$ cat config.mk
export PLATFORM = sky130hd
export DESIGN_NAME = vga_ctrl_flat
export DESIGN_NICKNAME = d
export VERILOG_FILES = /design/src/rtl/vga_ctrl_if.sv /design/src/rtl/vga_ctrl.sv /design/src/flat_wrapper.sv
export SDC_FILE = /design/constraint.sdc
export NUM_CORES = 1
export LEC_CHECK = 0
export ABC_AREA = 1
export BUFFER_PORTS_ARGS = -buffer_cell sky130_fd_sc_hd__buf_4
export CELL_PAD_IN_SITES_DETAIL_PLACEMENT = 0
export CELL_PAD_IN_SITES_GLOBAL_PLACEMENT = 1
export CORE_ASPECT_RATIO = 1.4
export CORE_MARGIN = 3
export CORE_UTILIZATION = 38
export CTS_CLUSTER_DIAMETER = 60
export DETAILED_ROUTE_END_ITERATION = 10
export PLACE_DENSITY_LB_ADDON = 0.25
export SLEW_MARGIN = 0
export SYNTH_ARGS = -nofsm -noshare
export SYNTH_HDL_FRONTEND = slang
export SYNTH_SLANG_ARGS = --single-unit
$ cat constraint.sdc
create_clock -name clock -period 1.9 [get_ports clock]
set_clock_uncertainty 0.2 [all_clocks]
set_input_delay 0.38 -clock clock [delete_from_list [all_inputs] [get_ports clock]]
set_output_delay 0.38 -clock clock [all_outputs]
set_load 0.03 [all_outputs]
$ cat src/rtl/vga_ctrl_if.sv
// Framebuffer read port plus board-side VGA pins for the scan-out engine.
// master: the scan-out engine (vga_ctrl); slave: framebuffer and pin side.
interface vga_ctrl_if;
  logic [9:0]  h_addr;
  logic [9:0]  v_addr;
  logic [11:0] vga_data;
  logic [3:0]  vga_r;
  logic [3:0]  vga_g;
  logic [3:0]  vga_b;
  logic        hsync;
  logic        vsync;
  logic        valid;
  logic        frame_start;

  modport master (
    output h_addr, v_addr, vga_r, vga_g, vga_b, hsync, vsync, valid, frame_start,
    input  vga_data
  );

  modport slave (
    input  h_addr, v_addr, vga_r, vga_g, vga_b, hsync, vsync, valid, frame_start,
    output vga_data
  );
endinterface

$ cat src/rtl/vga_ctrl.sv
// VGA scan-out engine. Divides the system clock down to a pixel tick, walks
// the raster with h/v counters, presents the active pixel address to the
// framebuffer and registers the returned pixel onto the pins. hsync, vsync
// and the active flag are delayed by FB_LATENCY ticks so they line up with
// the pixel data coming back from the framebuffer.
module vga_ctrl #(
  parameter int unsigned CLK_DIV    = 4,
  parameter int unsigned FB_LATENCY = 0,
  parameter int unsigned H_ACTIVE   = 640,
  parameter int unsigned H_FP       = 16,
  parameter int unsigned H_SYNC     = 96,
  parameter int unsigned H_BP       = 48,
  parameter int unsigned V_ACTIVE   = 480,
  parameter int unsigned V_FP       = 10,
  parameter int unsigned V_SYNC     = 2,
  parameter int unsigned V_BP       = 33
) (
  input  logic       clock,
  input  logic       reset,
  vga_ctrl_if.master vga
);

  localparam int unsigned H_TOTAL = H_ACTIVE + H_FP + H_SYNC + H_BP;
  localparam int unsigned V_TOTAL = V_ACTIVE + V_FP + V_SYNC + V_BP;

  localparam logic [3:0] DIV_MAX = 4'(CLK_DIV - 1);
  localparam logic [9:0] H_MAX   = 10'(H_TOTAL - 1);
  localparam logic [9:0] V_MAX   = 10'(V_TOTAL - 1);
  localparam logic [9:0] H_ACT   = 10'(H_ACTIVE);
  localparam logic [9:0] V_ACT   = 10'(V_ACTIVE);
  localparam logic [9:0] HS_BEG  = 10'(H_ACTIVE + H_FP);
  localparam logic [9:0] HS_END  = 10'(H_ACTIVE + H_FP + H_SYNC);
  localparam logic [9:0] VS_BEG  = 10'(V_ACTIVE + V_FP);
  localparam logic [9:0] VS_END  = 10'(V_ACTIVE + V_FP + V_SYNC);

  logic [3:0] div;
  logic       tick;
  logic [9:0] h_cnt;
  logic [9:0] v_cnt;
  logic       h_wrap;
  logic       v_wrap;
  logic       act;
  logic       hs_n;
  logic       vs_n;
  logic       act_d;
  logic       hs_d;
  logic       vs_d;

  // Pixel-tick divider; first tick lands on the CLK_DIV-th clock after reset.
  always_ff @(posedge clock) begin
    if (reset) begin
      div <= '0;
    end else if (tick) begin
      div <= '0;
    end else begin
      div <= div + 4'd1;
    end
  end

  // Raw raster decode straight from the counters; addresses are forced to 0
  // outside the visible window so the framebuffer never sees out-of-range
  // coordinates.
  always_comb begin
    tick       = (div == DIV_MAX);
    h_wrap     = (h_cnt == H_MAX);
    v_wrap     = (v_cnt == V_MAX);
    act        = (h_cnt < H_ACT) && (v_cnt < V_ACT);
    hs_n       = !((h_cnt >= HS_BEG) && (h_cnt < HS_END));
    vs_n       = !((v_cnt >= VS_BEG) && (v_cnt < VS_END));
    vga.h_addr = act ? h_cnt : 10'd0;
    vga.v_addr = act ? v_cnt : 10'd0;
  end

  // Raster position counters, advanced once per pixel tick.
  always_ff @(posedge clock) begin
    if (reset) begin
      h_cnt <= '0;
      v_cnt <= '0;
    end else if (tick) begin
      if (h_wrap) begin
        h_cnt <= '0;
        v_cnt <= v_wrap ? 10'd0 : v_cnt + 10'd1;
      end else begin
        h_cnt <= h_cnt + 10'd1;
      end
    end
  end

  generate
    if (FB_LATENCY == 0) begin : g_no_lat
      assign act_d = act;
      assign hs_d  = hs_n;
      assign vs_d  = vs_n;
    end else begin : g_lat
      logic [FB_LATENCY-1:0] act_sr;
      logic [FB_LATENCY-1:0] hs_sr;
      logic [FB_LATENCY-1:0] vs_sr;

      // Delay line matching the framebuffer read latency; resets to blanking.
      always_ff @(posedge clock) begin
        if (reset) begin
          act_sr <= '0;
          hs_sr  <= '1;
          vs_sr  <= '1;
        end else if (tick) begin
          act_sr[0] <= act;
          hs_sr[0]  <= hs_n;
          vs_sr[0]  <= vs_n;
          for (int i = 1; i < FB_LATENCY; i++) begin
            act_sr[i] <= act_sr[i-1];
            hs_sr[i]  <= hs_sr[i-1];
            vs_sr[i]  <= vs_sr[i-1];
          end
        end
      end

      assign act_d = act_sr[FB_LATENCY-1];
      assign hs_d  = hs_sr[FB_LATENCY-1];
      assign vs_d  = vs_sr[FB_LATENCY-1];
    end
  endgenerate

  // Pin register: loads on tick, holds between ticks, RGB blanked when inactive.
  always_ff @(posedge clock) begin
    if (reset) begin
      {vga.vga_r, vga.vga_g, vga.vga_b} <= 12'h000;
      vga.hsync <= 1'b1;
      vga.vsync <= 1'b1;
      vga.valid <= 1'b0;
    end else if (tick) begin
      {vga.vga_r, vga.vga_g, vga.vga_b} <= act_d ? vga.vga_data : 12'h000;
      vga.hsync <= hs_d;
      vga.vsync <= vs_d;
      vga.valid <= act_d;
    end
  end

  // One-clock frame marker on the wrap to (0,0); deliberately not pipelined.
  always_ff @(posedge clock) begin
    if (reset) begin
      vga.frame_start <= 1'b0;
    end else begin
      vga.frame_start <= tick && h_wrap && v_wrap;
    end
  end

endmodule

$ cat src/flat_wrapper.sv
// flat-port wrapper written by rule: the top's interface ports become plain ports
module vga_ctrl_flat 
#(
  parameter int unsigned CLK_DIV    = 4,
  parameter int unsigned FB_LATENCY = 0,
  parameter int unsigned H_ACTIVE   = 640,
  parameter int unsigned H_FP       = 16,
  parameter int unsigned H_SYNC     = 96,
  parameter int unsigned H_BP       = 48,
  parameter int unsigned V_ACTIVE   = 480,
  parameter int unsigned V_FP       = 10,
  parameter int unsigned V_SYNC     = 2,
  parameter int unsigned V_BP       = 33
)
  (clock, reset, vga_h_addr, vga_v_addr, vga_vga_r, vga_vga_g, vga_vga_b, vga_hsync, vga_vsync, vga_valid, vga_frame_start, vga_vga_data);
  vga_ctrl_if vga_i ();
  input  logic clock;
  input  logic reset;
  output wire logic [$bits(vga_i.h_addr)-1:0] vga_h_addr;
  output wire logic [$bits(vga_i.v_addr)-1:0] vga_v_addr;
  output wire logic [$bits(vga_i.vga_r)-1:0] vga_vga_r;
  output wire logic [$bits(vga_i.vga_g)-1:0] vga_vga_g;
  output wire logic [$bits(vga_i.vga_b)-1:0] vga_vga_b;
  output wire logic [$bits(vga_i.hsync)-1:0] vga_hsync;
  output wire logic [$bits(vga_i.vsync)-1:0] vga_vsync;
  output wire logic [$bits(vga_i.valid)-1:0] vga_valid;
  output wire logic [$bits(vga_i.frame_start)-1:0] vga_frame_start;
  input wire logic [$bits(vga_i.vga_data)-1:0] vga_vga_data;
  assign vga_h_addr = vga_i.h_addr;
  assign vga_v_addr = vga_i.v_addr;
  assign vga_vga_r = vga_i.vga_r;
  assign vga_vga_g = vga_i.vga_g;
  assign vga_vga_b = vga_i.vga_b;
  assign vga_hsync = vga_i.hsync;
  assign vga_vsync = vga_i.vsync;
  assign vga_valid = vga_i.valid;
  assign vga_frame_start = vga_i.frame_start;
  assign vga_i.vga_data = vga_vga_data;
  vga_ctrl #(.CLK_DIV(CLK_DIV), .FB_LATENCY(FB_LATENCY), .H_ACTIVE(H_ACTIVE), .H_FP(H_FP), .H_SYNC(H_SYNC), .H_BP(H_BP), .V_ACTIVE(V_ACTIVE), .V_FP(V_FP), .V_SYNC(V_SYNC), .V_BP(V_BP)) u_core (.clock(clock), .reset(reset), .vga(vga_i));
endmodule
* Yosys cells after proc, flatten, opt, wreduce, memory -nomap -nowiden
Index checks and enable logic that the tools add are counted.
** Word-level totals
- Flip-flop bits (word level) :: 40
- Input bits :: 14
- Output and inout bits :: 36
** Operators by class
- $add $sub $neg :: 3
- $lt $le $gt $ge :: 6
- Eq/ne operators :: 3
- Mux-type cells :: 5
- Reductions and logical operators :: 9
** Operators by type and width (number)
- 10-bit 2-to-1 mux :: 4
- 10-bit by 1-bit adder with 10-bit output, second input constant :: 2
- 10-bit equality test, second input constant :: 2
- 10-bit < comparator, second input constant :: 2
- 10-bit by 9-bit < comparator with 1-bit output, second input constant :: 2
- 12-bit 2-to-1 mux :: 1
- 10-bit greater-or-equal comparator, second input constant :: 1
- 10-bit by 9-bit greater-or-equal comparator with 1-bit output, second input constant :: 1
- 1-bit logical AND :: 5
- 4-bit by 1-bit adder with 4-bit output, second input constant :: 1
- 4-bit by 2-bit equality test with 1-bit output, second input constant :: 1
- 1-bit zero test :: 2
- 2-bit AND reduction :: 1
- 2-bit OR reduction :: 1

* Logic depth before layout (Yosys ltp)
- Word-level depth :: 3
- Gate-level depth with buffers :: 9
- Depth with buffers taken out :: 9

* Least setup slack after synthesis
No wires, ideal clock.
- Kind :: flip-flop to output port
- Start :: register u_core.v_cnt[6]
- End :: output vga_h_addr[0]
- Data arrival time :: 1.255 ns
- Required time :: 1.320 ns
- Slack :: 0.065 ns
- Stages on the path, launching flop included :: 7
- Cells stage by stage :: dfxtp_1 > nand2_1 > inv_2 > nand3_1 > nand4_1 > buf_2 > nor2_1
** Between the ends
- Cells in the longest elaborated chain, start to end :: 3
** Ends and longest elaborated chain
- from (decl) :: RTL line vga_ctrl.sv:39 : logic [9:0] v_cnt;
- from (signal assigned) :: RTL line vga_ctrl.sv:82 : v_cnt <= v_wrap ? 10'd0 : v_cnt + 10'd1;
- 10-bit by 9-bit < comparator with 1-bit output :: RTL line vga_ctrl.sv:67 : act = (h_cnt < H_ACT) && (v_cnt < V_ACT);
- 1-bit logical AND :: RTL line vga_ctrl.sv:67
- 10-bit 2-to-1 mux :: RTL line vga_ctrl.sv:70 : vga.h_addr = act ? h_cnt : 10'd0;
- to (decl) :: RTL line flat_wrapper.sv:19 : output wire logic [$bits(vga_i.h_addr)-1:0] vga_h_addr;
Every way passes these cells.

* Worst setup path after layout
- Start :: register u_core.h_cnt[9]
- End :: output vga_h_addr[7]
** Between the ends
- Cells in the longest elaborated chain, start to end :: 3
** Ends and longest elaborated chain
- from (decl) :: RTL line vga_ctrl.sv:38 : logic [9:0] h_cnt;
- from (signal assigned) :: RTL line vga_ctrl.sv:84 : h_cnt <= h_cnt + 10'd1;
- 10-bit < comparator :: RTL line vga_ctrl.sv:67
- 1-bit logical AND :: RTL line vga_ctrl.sv:67
- 10-bit 2-to-1 mux :: RTL line vga_ctrl.sv:70
Every way passes these cells.

==> flow_metrics.py <==
metrics = {
    "setup_path": {
        "rr_startpoint": "u_core.div[0]",
        "crit_path_start": "u_core.h_cnt[9]",
        "worstPathArrival_ns": 1.47,
        "cp-end-kind": "primary output",
        "cp_max_fo": 7,
        "path_class": "reg -> out",
        "critical_path_required_ns": 1.32,
        "crit_path_start_kind": "flip-flop",
    },
    "timing": {
        "timing.fmax_ghz": 0.488,
        "hold_violations": 0,
        "slew_violations": 0,
        "fin_tns_setup_ns": -2.42,
        "setup_slack_ns": -0.147,
        "fin_crit_ns": 2.05,
        "final-setup-viol-count": 19,
        "grt_setup_unrepaired": "yes",
        "period_share_pct": 108,
    },
    "grt": {
        "grt_pass1_vias": 1978,
        "grtUsageMet2_pct": 30.9,
        "grt_pass1_wl_um": 9110,
        "antenna_found_initial": 0,
        "gr-usage-met3_pct": 3.03,
        "overflow": 0,
        "busiest_layer": "met2",
        "grt_use_total_pct": 16.9,
        "met1_usage_pct": 19.9,
        "grt_max_degree": 15,
    },
    "place": {
        "place.gp.congestion": 0.835,
        "dpl_cell_area_um2": 2650,
        "portBuffers": 48,
        "dp_hpwl_um": 4100,
    },
    "finish": {
        "final_nets": 394,
        "postLayoutCellArea_um2": 3050,
        "nFillCells": 581,
        "synthToLayoutAreaGrowth_pct": 37.8,
        "n_antenna_cell": 0,
        "layout-drive-gt1-share_pct": 35.7,
    },
    "detailed_routing": {
        "antenna_left": 0,
        "drc_errors": 0,
        "viasPerCell": 4.79,
        "drt_pass1_iterations": 4,
        "vias": 2123,
        "routedWlPerCell_um": 12.7,
        "drt_wl_total_um": 5650,
        "drt_iter0_drc": 105,
    },
    "cts": {
        "root_buffer": "clkbuf_8",
        "clock_path_buffers": 2,
        "ctsHoldBuffers": 0,
        "clkSinkCount": 40,
        "htree_levels": 2,
        "insertion_delay_ns": 0.29,
        "clk_pin_slew_worst_paths_ns": 0.08,
        "cts_made_buffers": 5,
        "tritoncts": "done",
    },
    "synth": {
        "synthFlopType": "dfxtp_1",
        "avgSynthCellArea_um2": 7.09,
        "synth.most_common_cell": "nand2_1",
        "synth-edff-count": 0,
        "synthTopCellsByCount": "nand2_1 (94), nor2_1 (43), dfxtp_1 (40)",
        "synth_area_leaders": "dfxtp_1 (36%), nand2_1 (16%), nor2_1 (7.3%)",
        "ys_seq_elements": 40,
        "yosysSeqAreaShare_pct": 36.2,
        "synth_cell_types": 34,
        "netlist_area_um2": 2210,
        "yosys.area.top_type_share_pct": 36.2,
        "yosys_warnings": 0,
        "syn-num-nets": 332,
        "syn-instance-count": 312,
        "async_reset_ff_share_pct": 0,
        "synth_top_area_cell": "dfxtp_1",
    },
    "power_and_ir_drop": {
        "total_power_uw": 1800,
        "internal_power_uw": 1360,
        "leakage_uw": 0.00131,
        "combPwrFrac_pct": 9.7,
        "peakVddDrop_mv": 0.436,
        "p_sw_uw": 440,
        "pwr-share-clk_pct": 41.9,
        "pwr_density_cell_nw_per_um2": 590,
        "seq_power_share_pct": 48.4,
        "switching_share_pct": 24.5,
    },
    "floorplan": {
        "num_rows": 32,
        "die_y_um": 96.3,
        "die_x_um": 70.5,
        "initial_utilization_pct": 39.7,
        "dieArea_um2": 6790,
        "io-pin-count": 50,
        "fp.coreArea_um2": 5570,
    },
    "hold_path": {
        "worstHoldStart": "vga_vga_data[1]",
        "min_path_type": "in -> reg",
    },
    "status": {
        "outcome": "finished, violations left",
        "violations": "negative setup slack",
    },
    "run": {
        "max-cap-violations": 0,
    },
}
cell families after synthesis:
| kind of cell | synth area share [%] |
|---|---|
| compound gates | 5.83 |
| xor+xnor | 0.792 |
| fa+ha+maj | 3.39 |
| buf+inv | 9.50 |
| flops | 36.2 |
| other cells | 0.170 |
| simple gates | 44.1 |
critical path, cell delays in order (launching register included):
cell	delay, ns
dfxtp_1	0.36
nand2_2	0.11
nand4_1	0.21
buf_6	0.24
nor2_2	0.10
buf_6	0.13
through the flow:
step                      worst slack (ns)  hold WS (ns)  util, %  std cells
after detailed placement             0.123         0.244     47.5        428
after floorplan                     0.0650         0.218        -        312
after global placement               0.163         0.230     47.5        428
final                               -0.147        0.0652     54.8        443
after global routing                -0.269        0.0616     54.8        443
after CTS                           -0.156        0.0574     53.0        440
final timing paths:
path / to / slack (ns) / depth (start not counted)
worst min register to register: u_core.div[0] / 0.25 / 1
worst max register to register: u_core.h_cnt[5] / 0.16 / 6
worst max-delay path: vga_h_addr[7] / -0.15 / 5
worst min-delay path: u_core.vga.vga_b[1] / 0.07 / 3
cell type report:
class / instances / area [um2] / area share [%]
Timing Repair Buffer: 63 / 568 / 18.6
Tap cell: 68 / 85.1 / 2.79
Clock inverter: 2 / 38.8 / 1.27
Sequential cell: 40 / 805 / 26.4
Inverter: 36 / 138 / 4.52
Multi-Input combinational cell: 228 / 1330 / 43.7
Clock buffer: 6 / 82.6 / 2.71
power by group through the flow:
stage                     Clock [uW]  Sequential [uW]  Combinational, uW
final                            754              870                175
after global routing             804              874                190
after CTS                        773              870                166
after detailed placement           0              890                163
after global placement             0              889                160
after floorplan                    0              914               85.4
layout by cell type, fill, tap and decap left out:
cell type  Yosys  routed
xor2_1         1       1
inv_4          1       1
conb_1         1       1
nand2_2        4       7
nand3_4        2       2
nand2_4        2       2
xnor2_1        1       1
o21ai_1        1       1
a41oi_1        1       1
dfxtp_1       40      37
nor3_4         2       2
buf_4          2      40
nand4_4        1       1
buf_12         1       1
ha_1           6       6
buf_6          2      22
bufinv_16      0       1
nand4_1        4       4
nor4_1         1       1
dfxtp_2        0       3
nor2_2         8      13
clkbuf_8       0       6
nor2_1        43      24
a21oi_2        1       1
nor2_4         6      20
nand3_1       15      14
a31oi_1        1       1
nor3_1         9       9
nand3_2        1       2
o21ai_0        4       4
a21oi_1       16      16
inv_2          6       6
inv_1         29      29
or2_2          1       1
clkinv_4       0       1
nand2_1       94      91
nor2_8         2       2
layer usage:
metal	vias up	part of all wire, %
met2	45	54
met4	0	1.8
li1	1095	-
met1	972	41
met5	-	0
met3	11	3.3
what timing repair did:
action	CTS	global route
cloned	1	0
endpoints found under the setup margin	19	29
gates resized for setup	47	16
pin swaps	2	3
buffers inserted	3	3
state kept, by name, indices dropped and copies added (netlist names):
name                    cells
u_core.vga.valid            1
u_core.h_cnt               10
u_core.vga.hsync            1
u_core.vga.vga_b            4
u_core.vga.vga_g            4
u_core.vga.frame_start      1
u_core.vga.vga_r            4
u_core.v_cnt               10
u_core.div                  4
u_core.vga.vsync            1
Note: power is estimated with default switching activity, not from simulation.
